==> src/rtl/imem_port_arbiter.sv <==
// imem_port_arbiter
//   Shares one OBI-style program-memory port between the instruction-fetch
//   channel (IF) and the load/store unit (LS). A request that is presented
//   but not granted is locked so the memory port stays stable until
//   mem_gnt. The source of every granted request is queued, and in-order
//   responses are steered back to the requester that issued them.
//
// Parameters
//   MAX_OUTSTANDING : max accepted-but-unanswered transactions (1..8)
//   ARB_MODE        : 0 = round-robin, 1 = fixed priority (LS always wins)
//
// Ports
//   clk, reset_n                     : clock, async active-low reset
//   instr_req/addr/gnt               : IF request channel (read only)
//   instr_rdata/err/valid            : IF response channel
//   data_req/we/be/addr/wdata/gnt    : LS request channel
//   data_rdata/err/valid             : LS response channel
//   mem_req/we/be/addr/wdata, mem_gnt: memory request channel
//   mem_rdata/err/valid              : memory response channel (in order)
//   rsp_orphan                       : sticky, response seen with nothing outstanding
module imem_port_arbiter #(
  parameter int unsigned MAX_OUTSTANDING = 2,
  parameter int unsigned ARB_MODE        = 0
) (
  input  logic        clk,
  input  logic        reset_n,
  input  logic        instr_req,
  input  logic [31:0] instr_addr,
  output logic        instr_gnt,
  output logic [31:0] instr_rdata,
  output logic        instr_err,
  output logic        instr_valid,
  input  logic        data_req,
  input  logic        data_we,
  input  logic [3:0]  data_be,
  input  logic [31:0] data_addr,
  input  logic [31:0] data_wdata,
  output logic        data_gnt,
  output logic [31:0] data_rdata,
  output logic        data_err,
  output logic        data_valid,
  output logic        mem_req,
  output logic        mem_we,
  output logic [3:0]  mem_be,
  output logic [31:0] mem_addr,
  output logic [31:0] mem_wdata,
  input  logic        mem_gnt,
  input  logic [31:0] mem_rdata,
  input  logic        mem_err,
  input  logic        mem_valid,
  output logic        rsp_orphan
);

  localparam int unsigned CNT_W = $clog2(MAX_OUTSTANDING + 1);
  localparam int unsigned PTR_W = (MAX_OUTSTANDING > 1) ? $clog2(MAX_OUTSTANDING) : 1;
  localparam logic [CNT_W-1:0] CNT_MAX  = CNT_W'(MAX_OUTSTANDING);
  localparam logic [PTR_W-1:0] PTR_LAST = PTR_W'(MAX_OUTSTANDING - 1);

  typedef enum logic {
    SRC_IF = 1'b0,
    SRC_LS = 1'b1
  } src_e;

  logic [CNT_W-1:0] count_q;
  logic [PTR_W-1:0] wr_ptr_q;
  logic [PTR_W-1:0] rd_ptr_q;
  src_e             id_fifo_q [MAX_OUTSTANDING];
  logic             lock_q;
  src_e             locked_id_q;
  src_e             last_winner_q;
  logic             orphan_q;

  src_e             winner;
  logic             winner_req;
  logic             any_req;
  logic             can_issue;
  logic             push;
  logic             pop;
  src_e             head;

  // ---------------- selection ----------------
  always_comb begin
    winner = SRC_IF;
    if (lock_q) begin
      winner = locked_id_q;
    end else if (instr_req && data_req) begin
      if (ARB_MODE == 1) begin
        winner = SRC_LS;
      end else if (last_winner_q == SRC_IF) begin
        winner = SRC_LS;
      end else begin
        winner = SRC_IF;
      end
    end else if (data_req) begin
      winner = SRC_LS;
    end
  end

  assign winner_req = (winner == SRC_LS) ? data_req : instr_req;
  assign any_req    = instr_req | data_req;

  // A response pops the ID FIFO in the same cycle, so it frees a slot for
  // a grant even when the FIFO is full.
  assign can_issue  = (count_q < CNT_MAX) | mem_valid;

  // reset_n gating keeps grants quiet while reset is held, even though the
  // request path itself is combinational.
  assign mem_req    = reset_n & can_issue & any_req;

  // ---------------- request mux ----------------
  always_comb begin
    mem_we    = 1'b0;
    mem_be    = '0;
    mem_addr  = '0;
    mem_wdata = '0;
    if (mem_req) begin
      if (winner == SRC_LS) begin
        mem_we    = data_we;
        mem_be    = data_be;
        mem_addr  = data_addr;
        mem_wdata = data_wdata;
      end else begin
        mem_we    = 1'b0;
        mem_be    = '1;
        mem_addr  = instr_addr;
        mem_wdata = '0;
      end
    end
  end

  assign push      = mem_req & mem_gnt;
  assign instr_gnt = push & (winner == SRC_IF);
  assign data_gnt  = push & (winner == SRC_LS);

  // ---------------- response steering ----------------
  assign pop         = mem_valid & (count_q != '0);
  assign head        = id_fifo_q[rd_ptr_q];
  assign instr_valid = pop & (head == SRC_IF);
  assign data_valid  = pop & (head == SRC_LS);
  assign instr_rdata = mem_rdata;
  assign data_rdata  = mem_rdata;
  assign instr_err   = mem_err;
  assign data_err    = mem_err;
  assign rsp_orphan  = orphan_q;

  // ---------------- state ----------------
  always_ff @(posedge clk or negedge reset_n) begin
    if (!reset_n) begin
      count_q  <= '0;
      wr_ptr_q <= '0;
      rd_ptr_q <= '0;
      for (int unsigned i = 0; i < MAX_OUTSTANDING; i++) begin
        id_fifo_q[i] <= SRC_IF;
      end
    end else begin
      if (push) begin
        id_fifo_q[wr_ptr_q] <= winner;
        wr_ptr_q <= (wr_ptr_q == PTR_LAST) ? '0 : wr_ptr_q + PTR_W'(1);
      end
      if (pop) begin
        rd_ptr_q <= (rd_ptr_q == PTR_LAST) ? '0 : rd_ptr_q + PTR_W'(1);
      end
      case ({push, pop})
        2'b10:   count_q <= count_q + CNT_W'(1);
        2'b01:   count_q <= count_q - CNT_W'(1);
        default: count_q <= count_q;
      endcase
    end
  end

  // A locked requester that drops its request releases the lock before the
  // stall check, so the next cycle performs a fresh selection.
  always_ff @(posedge clk or negedge reset_n) begin
    if (!reset_n) begin
      lock_q        <= 1'b0;
      locked_id_q   <= SRC_IF;
      last_winner_q <= SRC_IF;
      orphan_q      <= 1'b0;
    end else begin
      if (lock_q && !winner_req) begin
        lock_q <= 1'b0;
      end else if (mem_req && !mem_gnt) begin
        lock_q      <= 1'b1;
        locked_id_q <= winner;
      end else if (mem_gnt) begin
        lock_q <= 1'b0;
      end
      if (push) begin
        last_winner_q <= winner;
      end
      if (mem_valid && (count_q == '0)) begin
        orphan_q <= 1'b1;
      end
    end
  end

endmodule

==> config.mk <==
export PLATFORM = sky130hd
export DESIGN_NAME = imem_port_arbiter
export DESIGN_NICKNAME = d
export VERILOG_FILES = /design/src/rtl/imem_port_arbiter.sv
export SDC_FILE = /design/constraint.sdc
export NUM_CORES = 1
export LEC_CHECK = 0
export BUFFER_PORTS_ARGS = -buffer_cell sky130_fd_sc_hd__buf_2
export CAP_MARGIN = 20
export CORE_AREA = 10 10 101 103
export DETAILED_ROUTE_END_ITERATION = 10
export DIE_AREA = 0 0 111 113
export PLACE_DENSITY = 0.64
export SKIP_CTS_REPAIR_TIMING = 1
export SLEW_MARGIN = 15
export SYNTH_ARGS = -nofsm -noshare
export SYNTH_HDL_FRONTEND = slang
export SYNTH_SLANG_ARGS = --single-unit
==> constraint.sdc <==
create_clock -name clk -period 4.8 [get_ports clk]
set_clock_uncertainty 0.1 [all_clocks]
set_input_delay 1.44 -clock clk [delete_from_list [all_inputs] [get_ports clk]]
set_output_delay 1.44 -clock clk [all_outputs]
set_load 0.05 [all_outputs]
Word level (Yosys, flattened, before mapping):

Index checks and enable logic that the tools add are counted.
Widths: inputs -> output; s select.

* flip-flop bits (word level): 10
* bits in latches: 0
* bits in writable memories: 0
* memory bits (read-only): 0
* output and inout bits: 141
* logic and storage cells: 71
* memories kept: 0

* $add $sub $neg: 4
* multipliers: 0
* divide/modulo/power cells: 0
* $lt $le $gt $ge: 4
* equality and inequality tests: 2
* shift-type cells: 0
* multiplexer cells: 25
* bitwise logic cells: 15
* reduce and logical (&&, ||, !) cells: 12

Operators by type and width (count)
* $mux 32: 4
* $mux 1: 16
* $and 1x1->1: 8
* $mux 4: 2
* $logic_and 1x1->1: 5
* $ge 2x2->1 const B: 2
* $not 1->2: 2
* $pmux 2 s2: 1
* $reduce_bool 2->1: 2
* $not 1->1: 3
* $reduce_bool 3->1: 1
* $add 1x1->1 const B: 2
* $add 2x1->2 const B: 1
* $bwmux 2: 1
* $eq 2x1->1 const B: 1
* $eq 2x2->1 const B: 1
* $logic_not 1->1: 2
* $logic_not 2->1: 1
* $lt 2x1->1 const B: 1
* $lt 2x2->1 const B: 1
* $or 1x1->1: 2
* $reduce_and 2->1: 1
* $sub 2x1->2 const B: 1
* $demux 1 s1: 1

Depth between registers and ports, before layout:

Gate-level depths: netlist of run 1.

* word-level depth: 8
* mapped depth: 6

Worst setup path before layout of run 1:

OpenSTA, ideal clock, no wires.

* kind: input -> output
* start: in data_req
* end: out mem_addr[10]
* arrival: 2.975 ns
* required time: 3.260 ns
* path slack: 0.285 ns
* stages: 5
* path buffers: 2
* cell sequence: a21boi_2 -> mux2i_1 -> buf_6 -> buf_8 -> mux2i_1

* word-level cells in the longest chain between the ends: 5

Ends and longest elaborated chain
* from (decl): RTL line 33 `input logic data_req,`
* $mux 1 or $logic_and 1x1->1 (tied branches): RTL line 94, 86
* $mux 1: RTL line 86 `end else if (instr_req && data_req) begin`
* $mux 1: RTL line 84 `if (lock_q) begin`
* $mux 32: RTL line 117 `if (winner == SRC_LS) begin`
* $mux 32 (*): RTL line 116 `if (mem_req) begin`
* to (decl): RTL line 45 `output logic [31:0] mem_addr,`

Every way passes the cells marked *; elsewhere a longest branch is shown, timed or not.

Worst setup path in the final report of run 1:

* start: in reset_n
* end: out mem_wdata[26]

* word-level cells in the longest chain between the ends: 3

Ends and longest elaborated chain
* from (decl): RTL line 26 `input logic reset_n,`
* $and 1x1->1 (2 in a row): RTL line 108 `assign mem_req = reset_n & can_issue & any_req;`
* $mux 32: RTL line 116
* to (decl): RTL line 46 `output logic [31:0] mem_wdata,`

Every way passes these cells.

==> results of run 1 <==
where the power goes:
group / switching, mW / total (mW) / leakage [nW] / internal, mW
clock network: 0.0365 / 0.109 / 0.0288 / 0.0724
registers: 0.0378 / 0.159 / 0.117 / 0.121
logic: 0.565 / 0.841 / 1.48 / 0.276
routing by layer:
metal	vias up	wire length, um	GRT usage (%)
met3	32	1120	6.44
met4	0	225	4.51
met1	1005	3260	13.2
met5	-	0	0
li1	1074	-	-
met2	149	4320	22.4
stage by stage:
step / setup WS, ns / util [%] / hold slack, ns / area (sq um) / power [mW]
finish: 0.426 / 33.7 / 0.352 / 2740 / 1.11
global route: 0.260 / 33.7 / 0.361 / 2740 / 1.18
CTS: 0.415 / 33.7 / 0.353 / 2740 / 1.12
detailed placement: 0.412 / 33.0 / 0.342 / 2690 / 1.01
global placement: 0.456 / 33.0 / 0.342 / 2690 / 0.996
floorplan: 0.285 / - / 0.368 / 2030 / 0.934
Yosys cell counts, types with 2 or more instances:
master     n  area [sq um]
buf_8      2          30.0
mux2i_1   35           350
nand3_1   66           330
buf_2     14          70.1
mux2_2     4          45.0
nor2_1     6          22.5
buf_4     67           503
nor2b_1    2          12.5
dfrtp_1   10           250
and3_1    33           206
clkbuf_2   3          15.0
o21a_1     5          37.5
a31oi_1    2          12.5
clkbuf_1   4          15.0
xnor2_1    4          35.0
sequential cells by signal (all words and copies together) (netlist names):
signal / count
lock_q: 1
rd_ptr_q: 1
wr_ptr_q: 1
rsp_orphan: 1
last_winner_q: 1
locked_id_q: 1
count_q: 2
id_fifo_q: 2
worst max-delay path by stage:
stage | startpoint | endpoint | cells past startpoint
floorplan | data_req | mem_addr[10] | 5
global placement | reset_n | mem_addr[8] | 6
detailed placement | reset_n | mem_addr[8] | 6
CTS | reset_n | mem_addr[31] | 6
global route | reset_n | mem_wdata[19] | 6
finish | reset_n | mem_wdata[26] | 6
logic make-up after synthesis:
kind of cell / Yosys count / share of synthesized area, %
AOI/OAI and AO/OA: 12 / 4.31
xor gates and xnor gates: 5 / 2.16
adders and majority gates: 1 / 0.616
buffers and inverters: 92 / 31.9
DFF: 10 / 12.3
muxes: 39 / 19.5
and+or+nand+nor: 110 / 29.2
cell type report:
type,count,area [sq um],area share [%]
inverters,1,3.75,0.137
well taps,105,131,4.79
flip-flops and latches,10,250,9.13
repair buffers,187,1160,42.2
clock buffers,4,55.1,2.01
multi-input cells,167,1140,41.8
==> flow_summary.ini, run 1 <==
[floorplanning]
initial_utilization_pct = 25.0
ios = 281
dieArea_sq_mm = 0.0125
std_cell_rows = 33
core_area_sq_mm = 0.00813
die_h_um = 113
fp.dieW_um = 111

[clock_tree]
clock_latency_ns = 0.24
clkSinkCount = 10
cts_buffer_depth = 2
clockRootBuffer = clkbuf_8
path_clk_slew_ns = 0.05
cts_htree_levels = 1
cts_buffers = 3
cts_tree = done

[logic_synthesis]
synthesis.area_sq_mm = 0.00203
yosysSeqAreaShare_pct = 12.3
ys.flop_type = dfrtp_1
yosysWarnings = 0
syn-num-nets = 410
synthCells = 269
syn_avg_cell_area_sq_um = 7.55
ys_types = 27
synth_edf_count = 0
synth-seq-cells = 10
synthArstFlopShare_pct = 100

[detailed_routing]
dr.pass1.iters = 6
wl_um = 8920
dr.first_iter.drc_count = 161
drt-wirelength-per-cell_um = 18.8
ant_nets = 0
vias = 2260
vias_per_cell = 4.77
remaining_drc_errors = 0

[sta]
fmax_ghz = 0.229
finalSetupTns_ns = 0
fin_crit_sh_pct = 91.1
slew_violations = 0
rsz0062_at_grt = false
finalSetupViolations = 0
hold_viol = 0
worstMarginPinSlew_ns = 0.497
slew_headroom_pct = 66.5
fin_crit_ns = 4.37

[layout]
fin_nets = 511
diodes = 0
fillers = 864
fin_cells = 474
syn_to_final_growth_pct = 35.0
drive_above_1_share_pct = 53.9
final_common_cell = buf_2
layout_common_cells = 169 x buf_2, 66 x nand3_1, 34 x mux2i_1

[worst_setup_path]
crit_buf_inv = 3
crit_path_end_kind = primary output
slowest_stage = buf_4
cp_cell_sequence = buf_2 -> o21a_2 -> and2_1 -> buf_4 -> and3_1 -> buf_2
cp.required_ns = 3.26
path_max_fanout = 40
critPathArrivalTime_ns = 2.83
r2r-end = count_q[1]
max_stage_delay_ns = 0.29
r2r-start = count_q[1]
reg2reg_depth = 6
r2r_setup_slack_ns = 2.83
timing.critical_path.mode_cell = buf_2
critPathKind = in2out
crit_family = buffers and inverters
startpoint_type = primary input

[global_routing]
grt_usage_pct = 12.9
grt_pass1_wl_um = 13600
grt_pass1_vias = 2385
grt_antenna_before_repair = 0
grt_max_degree = 68
gr-total-overflow = 0

[power]
power_density_mw_per_mm2 = 405
p_leak_nw = 1.63
vdd_drop_max_uv = 162

[placed_design]
gp_congestion = 0.868
dp.final_hpwl_um = 7670
placed_cells = 470
portBuffers = 181

[min_path]
hp-class = reg2reg
min_from = rsp_orphan
min_path_cells = 1
min_to = rsp_orphan

[job]
maxCapViolations = 0

[outcome]
outcome = finished, final reports clean
No activity file was read; power rests on OpenSTA's default activity.
==> run 2, diff against run 1 <==
--- a/config.mk
+++ b/config.mk
@@ -10,6 +10,7 @@
 export CORE_AREA = 10 10 101 103
 export DETAILED_ROUTE_END_ITERATION = 10
 export DIE_AREA = 0 0 111 113
+export MAX_ROUTING_LAYER = met4
 export PLACE_DENSITY = 0.64
 export SKIP_CTS_REPAIR_TIMING = 1
 export SLEW_MARGIN = 15
==> run 2 against run 1 <==
  * Sequential cell count is the same
  * Maximum frequency hardly changed
  * Via count up 0.31%
  * First-iteration DRC count down 7.5%
  * Wire length down 0.15%
  * Utilization did not move
  * Sequential share of layout area unchanged
  * Sequential power barely moved
  * Critical path type unchanged
  * Cell count is the same
  * Critical path depth did not move
  * Hold slack about the same
==> flow_summary.ini, run 2 (same netlist as run 1, synthesis figures left out) <==
[outcome]
outcome = finished, final reports clean

[detailed_routing]
vias_per_cell = 4.78
wl_um = 8900
vias = 2267
ant_nets = 0
drt-wirelength-per-cell_um = 18.8
dr.first_iter.drc_count = 149
remaining_drc_errors = 0
dr.pass1.iters = 5

[worst_setup_path]
critPathArrivalTime_ns = 2.83
startpoint_type = primary input
critPathKind = in2out
cp.required_ns = 3.26
crit_path_end_kind = primary output
reg2reg_depth = 6
path_max_fanout = 40

[sta]
slew_headroom_pct = 66.6
worstMarginPinSlew_ns = 0.495
fin_crit_ns = 4.37
layout_setup_ws_ns = 0.428
holdWs_ns = 0.352
slew_violations = 0
fin_crit_sh_pct = 91.1
fmax_ghz = 0.229
finalSetupViolations = 0
hold_viol = 0
finalSetupTns_ns = 0
rsz0062_at_grt = false

[global_routing]
grt_pass1_wl_um = 13500
grt_use_met1_pct = 13.3
grt_antenna_before_repair = 0
grt_busiest_layer = met2
use_met3_pct = 6.18
grt_pass1_vias = 2398
gr-total-overflow = 0
grt_max_degree = 68
grt_usage_pct = 13.3
use_met2_pct = 22.5

[floorplanning]
fp.dieW_um = 111
die_h_um = 113
ios = 281
core_area_sq_mm = 0.00813
dieArea_sq_mm = 0.0125
initial_utilization_pct = 25.0
std_cell_rows = 33

[layout]
diodes = 0
syn_to_final_growth_pct = 35.0
top_regs = count_q (2), id_fifo_q (2)
fin_nets = 511
final_util_pct = 33.7
final_area_sq_mm = 0.00274
layout_common_cells = 169 x buf_2, 66 x nand3_1, 34 x mux2i_1
final_common_cell = buf_2
drive_above_1_share_pct = 53.9

[job]
maxCapViolations = 0

[clock_tree]
clockRootBuffer = clkbuf_8
cts_htree_levels = 1
cts_tree = done
cts_buffer_depth = 2
cts_buffers = 3
path_clk_slew_ns = 0.05
clock_latency_ns = 0.24
clkSinkCount = 10

[placed_design]
gp_congestion = 0.882
dpl_worst_slack_ns = 0.412
placed_area_sq_mm = 0.00269
dp.final_hpwl_um = 7670
portBuffers = 181

[power]
power_density_mw_per_mm2 = 404
p_leak_nw = 1.63
vdd_drop_max_uv = 162

[min_path]
hp-class = reg2reg
min_path_cells = 1
## run 2: metrics by stage
step	cells	total power, mW
after detailed placement	470	1.01
after global placement	470	0.996
after global routing	474	1.18
after CTS	474	1.12
final	474	1.11
after floorplan	269	0.934
## run 2: layout make-up
type,instances,area (sq um)
fillers,864,5390
clock buffers,4,55.1
flip-flops and latches,10,250
repair buffers,187,1160
multi-input cells,167,1140
inverters,1,3.75
well taps,105,131
## run 2: final timing paths
| kind | from | endpoint | slack [ns] |
|---|---|---|---|
| min reg2reg | rsp_orphan | rsp_orphan | 0.35 |
| max | reset_n | mem_wdata[26] | 0.43 |
| max in group asynchronous | reset_n | wr_ptr_q | 3.44 |
| min in group asynchronous | reset_n | id_fifo_q[1] | 0.96 |
| max reg2reg | count_q[1] | count_q[1] | 2.83 |
| min | rsp_orphan | rsp_orphan | 0.35 |
## run 2: power by group
group | internal, mW | leakage [nW] | switching [mW] | total (mW)
Clock | 0.0724 | 0.0288 | 0.0369 | 0.109
Combinational | 0.276 | 1.48 | 0.564 | 0.840
Sequential | 0.121 | 0.117 | 0.0374 | 0.159
## run 2: per-layer routing
layer | vias to the layer above | routed length [um]
met5 | - | 0
met4 | 0 | 211
met3 | 29 | 1110
met2 | 155 | 4360
met1 | 1011 | 3230
li1 | 1072 | -
## run 2: worst max-delay path, stage by stage
cell	delay, ns
buf_2	0.24
o21a_2	0.23
and2_1	0.13
buf_4	0.29
and3_1	0.21
buf_2	0.27
